## src/rtl/alu_sched_pkg.sv

```systemverilog
// Shared types and constants for the ALU scheduler: FSM state encoding, ALU op codes and bus widths.
package alu_sched_pkg;

    localparam int WORD_W = 16;
    localparam int OPND_W = 8;

    localparam logic [1:0] OP_ADD = 2'b00;
    localparam logic [1:0] OP_SUB = 2'b01;
    localparam logic [1:0] OP_MUL = 2'b10;
    localparam logic [1:0] OP_DIV = 2'b11;

    typedef enum logic [2:0] {
        S_IDLE,
        S_CLEAR,
        S_LOAD_A,
        S_GAP,
        S_WAIT,
        S_CAP,
        S_RESP,
        S_ABORT
    } state_t;

    // Picks requester id's half out of a {word1, word0} bus.
    function automatic logic [WORD_W-1:0] sel_word(input logic [2*WORD_W-1:0] bus, input logic id);
        return id ? bus[2*WORD_W-1:WORD_W] : bus[WORD_W-1:0];
    endfunction

endpackage

```

## src/rtl/alu_sched_rr_arb2.sv

```systemverilog
// Two-way round-robin arbiter: combinational one-hot grant, pointer moves to the
// requester that was not just served when update is pulsed.
module rr_arb2 (
    input  logic       clk,
    input  logic       rst,
    input  logic [1:0] req,
    input  logic       update,
    input  logic       last_id,
    output logic [1:0] grant
);

    logic ptr;

    always_ff @(posedge clk or posedge rst) begin
        if (rst) begin
            ptr <= 1'b0;
        end else if (update) begin
            ptr <= ~last_id;
        end
    end

    // A lone or absent request passes straight through; only a tie consults the pointer.
    always_comb begin
        grant = req;
        if (req == 2'b11) begin
            grant = ptr ? 2'b10 : 2'b01;
        end
    end

endmodule

```

## src/rtl/alu_sched.sv

```systemverilog
// Shares one multi-cycle ALU between two requesters: arbitrates, runs clear/start/gap/operand-M
// load sequence, captures the result and returns it tagged with the id. Watchdog: ALU_SCHED_TIMEOUT_EN.
module alu_sched
    import alu_sched_pkg::*;
#(
    parameter int GAP_CYCLES = 1,
    parameter int TIMEOUT    = 64
) (
    input  logic                clk,
    input  logic                rst,
    input  logic [1:0]          req_valid,
    output logic [1:0]          req_ready,
    input  logic [3:0]          req_sel,
    input  logic [2*WORD_W-1:0] req_opa,
    input  logic [2*OPND_W-1:0] req_opb,
    output logic                rsp_valid,
    input  logic                rsp_ready,
    output logic                rsp_id,
    output logic [WORD_W-1:0]   rsp_data,
    output logic                rsp_err,
    output logic                busy,
    output logic                alu_rst,
    output logic                alu_start,
    output logic [1:0]          alu_sel,
    output logic [WORD_W-1:0]   alu_inbus,
    input  logic [WORD_W-1:0]   alu_outbus,
    input  logic                alu_finish
);

    localparam logic [7:0] GAP_LAST = 8'(GAP_CYCLES - 1);

    if (GAP_CYCLES < 1 || GAP_CYCLES > 256) begin : g_bad_gap
        $error("GAP_CYCLES must be in 1..256");
    end
    if (TIMEOUT < 1 || TIMEOUT > 256) begin : g_bad_timeout
        $error("TIMEOUT must be in 1..256");
    end

    state_t              state;
    logic [1:0]          sel_q;
    logic [WORD_W-1:0]   opa_q;
    logic [OPND_W-1:0]   opb_q;
    logic                id_q;
    logic [7:0]          gap_cnt;
    logic [WORD_W-1:0]   data_q;
    logic [1:0]          grant;
    logic                win;

    rr_arb2 u_arb (
        .clk     (clk),
        .rst     (rst),
        .req     ((state == S_IDLE) ? req_valid : 2'b00),
        .update  ((state == S_RESP) && rsp_ready),
        .last_id (id_q),
        .grant   (grant)
    );

    assign win       = grant[1];
    assign req_ready = grant;

`ifdef ALU_SCHED_TIMEOUT_EN
    logic [7:0] wd_cnt;
    logic       err_q;
    logic       wd_expire;

    assign wd_expire = (wd_cnt == 8'(TIMEOUT - 1));

    always_ff @(posedge clk or posedge rst) begin
        if (rst) begin
            wd_cnt <= '0;
            err_q  <= 1'b0;
        end else begin
            wd_cnt <= (state == S_WAIT) ? wd_cnt + 8'd1 : 8'd0;
            if (state == S_CAP) begin
                err_q <= 1'b0;
            end else if (state == S_ABORT) begin
                err_q <= 1'b1;
            end
        end
    end

    assign rsp_err = err_q;
`else
    assign rsp_err = 1'b0;
`endif

    always_ff @(posedge clk or posedge rst) begin
        if (rst) begin
            state   <= S_IDLE;
            sel_q   <= '0;
            opa_q   <= '0;
            opb_q   <= '0;
            id_q    <= 1'b0;
            gap_cnt <= '0;
            data_q  <= '0;
        end else begin
            case (state)
                S_IDLE: begin
                    if (|grant) begin
                        sel_q <= win ? req_sel[3:2] : req_sel[1:0];
                        opa_q <= sel_word(req_opa, win);
                        opb_q <= win ? req_opb[2*OPND_W-1:OPND_W] : req_opb[OPND_W-1:0];
                        id_q  <= win;
                        state <= S_CLEAR;
                    end
                end
                S_CLEAR:  state <= S_LOAD_A;
                S_LOAD_A: begin
                    gap_cnt <= '0;
                    state   <= S_GAP;
                end
                // finish is deliberately not looked at here; the ALU has not seen operand M yet.
                S_GAP: begin
                    if (gap_cnt == GAP_LAST) begin
                        state <= S_WAIT;
                    end else begin
                        gap_cnt <= gap_cnt + 8'd1;
                    end
                end
                S_WAIT: begin
                    if (alu_finish) begin
                        state <= S_CAP;
                    end
`ifdef ALU_SCHED_TIMEOUT_EN
                    else if (wd_expire) begin
                        state <= S_ABORT;
                    end
`endif
                end
                S_CAP: begin
                    data_q <= alu_outbus;
                    state  <= S_RESP;
                end
`ifdef ALU_SCHED_TIMEOUT_EN
                S_ABORT: begin
                    data_q <= '0;
                    state  <= S_RESP;
                end
`endif
                S_RESP: begin
                    if (rsp_ready) begin
                        state <= S_IDLE;
                    end
                end
                default: state <= S_IDLE;
            endcase
        end
    end

    assign rsp_valid = (state == S_RESP);
    assign rsp_id    = id_q;
    assign rsp_data  = data_q;
    assign busy      = (state != S_IDLE);
    assign alu_rst   = rst || (state == S_CLEAR) || (state == S_ABORT);
    assign alu_start = (state == S_LOAD_A);
    assign alu_sel   = sel_q;

    always_comb begin
        alu_inbus = '0;
        case (state)
            S_LOAD_A, S_GAP: alu_inbus = opa_q;
            S_WAIT:          alu_inbus = {{(WORD_W-OPND_W){1'b0}}, opb_q};
            default:         alu_inbus = '0;
        endcase
    end

endmodule

```

## config.mk

```make
export PLATFORM = sky130hd
export DESIGN_NAME = alu_sched
export DESIGN_NICKNAME = d
export VERILOG_FILES = /design/src/rtl/alu_sched_pkg.sv /design/src/rtl/alu_sched_rr_arb2.sv /design/src/rtl/alu_sched.sv
export SDC_FILE = /design/constraint.sdc
export NUM_CORES = 1
export LEC_CHECK = 0
export ABC_CLOCK_PERIOD_IN_PS = 3200
export BUFFER_PORTS_ARGS = -buffer_cell sky130_fd_sc_hd__buf_2
export CORE_MARGIN = 1.5
export CORE_UTILIZATION = 47
export CTS_CLUSTER_SIZE = 10
export DETAILED_ROUTE_END_ITERATION = 8
export PLACE_DENSITY = 0.78
export SLEW_MARGIN = 15
export SYNTH_ARGS = -nofsm -noshare
export SYNTH_HDL_FRONTEND = slang
export SYNTH_HIERARCHICAL = 1
export SYNTH_SLANG_ARGS = --single-unit
export TNS_END_PERCENT = 5
```

## constraint.sdc

```tcl
create_clock -name clk -period 3.2 [get_ports clk]
set_input_delay 0.48 -clock clk [delete_from_list [all_inputs] [get_ports clk]]
set_output_delay 0.48 -clock clk [all_outputs]
set_load 0.01 [all_outputs]
```

==> flow_metrics.env <==
export IMPL_synthArstFlopShare=1.000
export IMPL_n_antenna_cell=0
export IMPL_antenna_left=0
export IMPL_hold_class="in2async"
export IMPL_synth_area_per_cell_um2=12.10
export IMPL_nFillCells=500
export IMPL_cts_sinks=55
export IMPL_area_delta_synth_final_pct=23.38
export IMPL_first_iter_violations=98
export IMPL_holdBufCountCts=0
export IMPL_path_max_fanout=18
export IMPL_remaining_drc_errors=0
export IMPL_grt_max_degree=55
export IMPL_yosys_register_bits=55
export IMPL_wl_per_cell_um=14.61
export IMPL_seqPwrFrac=0.416
export IMPL_status="finished, final reports clean"
export IMPL_period_minus_slack_ns=2.590
export IMPL_rr_startpoint="state[1]$_DFFE_PP0P_"
export IMPL_grt_overflow=0
export IMPL_fmax_ghz=0.3860
export IMPL_setup_ws_ns=0.6096
export IMPL_synth_edf_count=0
export IMPL_synthFlopType="dfrtp_1"
export IMPL_worst_setup_path_type="reg2out"
export IMPL_mappedNetlistNets=317
export IMPL_die_h_um=81.78
export IMPL_combPwrFrac=0.449
export IMPL_wirelength_mm=6.251
export IMPL_cts_htree_levels=2
export IMPL_pre_cts_slack_ns=0.6983
export IMPL_die_x_um=81.78
export IMPL_grt_setup_unrepaired="no"
export IMPL_io_buffers=114
export IMPL_layout_drive_gt1_share=0.5637
export IMPL_critPathRequiredTime_ns=2.72
export IMPL_hpwl_mm=4.564
export IMPL_power_leakage_uw=0.001734
export IMPL_setup_viol=0
export IMPL_boundaryPins=116
export IMPL_max_slew_worst_pin_slew_ns=0.8202
export IMPL_p_int_uw=1821
export IMPL_synthCells=241
export IMPL_antenna_found_initial=0
export IMPL_p_sw_uw=1061
export IMPL_numCtsBuffers=5
export IMPL_r2r_cells=6
export IMPL_crit_start="state[1]$_DFFE_PP0P_"
export IMPL_initial_core_util=0.4897
export IMPL_synth_cell_types=44
export IMPL_worst_ep_arrival_time_ns=2.11
export IMPL_end_kind="output pin"
export IMPL_die_area_um2=6687
export IMPL_cts_buffer_depth=2
export IMPL_globalplace_congestion=0.7816
export IMPL_ir_drop_v=0.0004054
export IMPL_setup_worst_path_end="alu_inbus[10]"
export IMPL_p_clk_frac=0.134
export IMPL_finalSetupTns_ns=0
export IMPL_yosys_warnings=6
export IMPL_clkTransAtPathRegs_ns=0.10
export IMPL_r2r_slack_ns=0.65
export IMPL_maxCapViolations=0
export IMPL_drt_first_pass_iters=4
export IMPL_clockRootBuffer="clkbuf_8"
export IMPL_worstReg2RegEnd="opa_q[15]$_DFFE_PP0P_"
export IMPL_vias=2277
export IMPL_synth_seq_area_share=0.4719
export IMPL_final_cell_mix="buf_2, mux2_2, dfrtp_1, nand2_1"
export IMPL_grt_pass1_vias=2443
export IMPL_p_per_area_nw_per_um2=801.0
export IMPL_grt_pass1_wl_mm=10.51
export IMPL_cts_setup_buffers=0
export IMPL_clk_latency_ns=0.31
export IMPL_finalHoldViolations=0
export IMPL_cts_tree="built"
export IMPL_ctsResizeCount=0
export IMPL_core_um2=5956
export IMPL_fin_crit_sh=0.8095
export IMPL_setup_worst_path_start_class="flop"
export IMPL_nNetsFinal=428
export IMPL_skew_ns=0.005005
export IMPL_final_common_cell="buf_2"
export IMPL_viasPerCell=5.320
export IMPL_fp_row_count=28
export IMPL_track_usage=0.2037
export IMPL_slew_headroom=0.4521
export IMPL_slew_violations=0
export IMPL_sw_frac_of_total=0.3682
export IMPL_synth_area_um2=2917
## metrics by stage
| stage | power [uW] | cell area (um2) | cells | utilization | hold WS (ns) |
|---|---|---|---|---|---|
| 2_1_floorplan | 2094 | 2917 | 241 | - | 0.2087 |
| 3_3_place_gp | 2475 | 3510 | 420 | 0.5893 | 0.3372 |
| 3_5_place_dp | 2516 | 3510 | 420 | 0.5893 | 0.3461 |
| 4_1_cts | 2911 | 3598 | 428 | 0.6042 | 0.004468 |
| 5_1_grt | 3090 | 3598 | 428 | 0.6042 | 0.0001416 |
| 6_report | 2882 | 3598 | 428 | 0.6042 | 0.007778 |
## critical path: stages (launching register included)
cell and delay [ns]:
dfrtp_1 0.70, nor2b_1 0.73, and2_1 0.23, buf_2 0.13
## synth_stat cells (4+ instances only)
cell | instances | area [um2]
mux2_2 | 66 | 743.2
and2_1 | 11 | 68.82
nand3_1 | 7 | 35.03
o211ai_1 | 4 | 30.03
mux2i_1 | 4 | 40.04
nand2_1 | 16 | 60.06
dfrtp_1 | 55 | 1376
a32o_1 | 4 | 40.04
buf_2 | 7 | 35.03
inv_1 | 8 | 30.03
nor2_1 | 4 | 15.01
o21ai_0 | 11 | 55.05
## cell families after synthesis
family | synth area share
simple gates | 0.1042
fa+ha+maj | 0.008579
mux | 0.2763
flops | 0.4719
compound gates | 0.08581
buf+inv | 0.04890
other cells | 0.001286
xor+xnor | 0.003004
## power by group through the flow
| stage | Sequential [uW] | Combinational, uW | Clock (uW) |
|---|---|---|---|
| floorplan | 1190 | 899 | 0 |
| global placement | 1190 | 1280 | 0 |
| detailed placement | 1210 | 1310 | 0 |
| CTS | 1200 | 1310 | 400 |
| global route | 1240 | 1420 | 425 |
| finish | 1200 | 1300 | 387 |
## registers in the layout (all words and copies together), names as in the netlist
register	count
u_arb/ptr	1
rsp_data	16
alu_sel	2
gap_cnt	8
opa_q	16
opb_q	8
state	3
rsp_id	1
## final cells by class
type / instances / area, um2 / share of cell area
Clock buffer: 5 / 68.82 / 0.01912
Clock inverter: 3 / 20.02 / 0.005563
Inverter: 8 / 30.03 / 0.008345
Multi-Input combinational cell: 163 / 1401 / 0.3894
Sequential cell: 55 / 1376 / 0.3825
Tap cell: 75 / 93.84 / 0.02608
Timing Repair Buffer: 119 / 608.1 / 0.1690
## how the worst min path moves through the flow
stage	startpoint	to	slack, ns
global placement	rst	u_arb/ptr$_DFFE_PP0P_	0.34
finish	rst	u_arb/ptr$_DFFE_PP0P_	0.008
detailed placement	rst	u_arb/ptr$_DFFE_PP0P_	0.35
floorplan	rst	u_arb/ptr$_DFFE_PP0P_	0.21
CTS	rst	u_arb/ptr$_DFFE_PP0P_	0.004
global route	rst	u_arb/ptr$_DFFE_PP0P_	0.0001
## metal layers
layer | vias to the layer above | routed length (um) | GRT usage
met1 | 1119 | 2691 | 0.2404
met3 | 8 | 258 | 0.04667
met5 | - | 0 | 0
met2 | 63 | 3211 | 0.3574
met4 | 0 | 89 | 0.07966
li1 | 1087 | - | -
No activity file was read; power rests on OpenSTA's default activity.
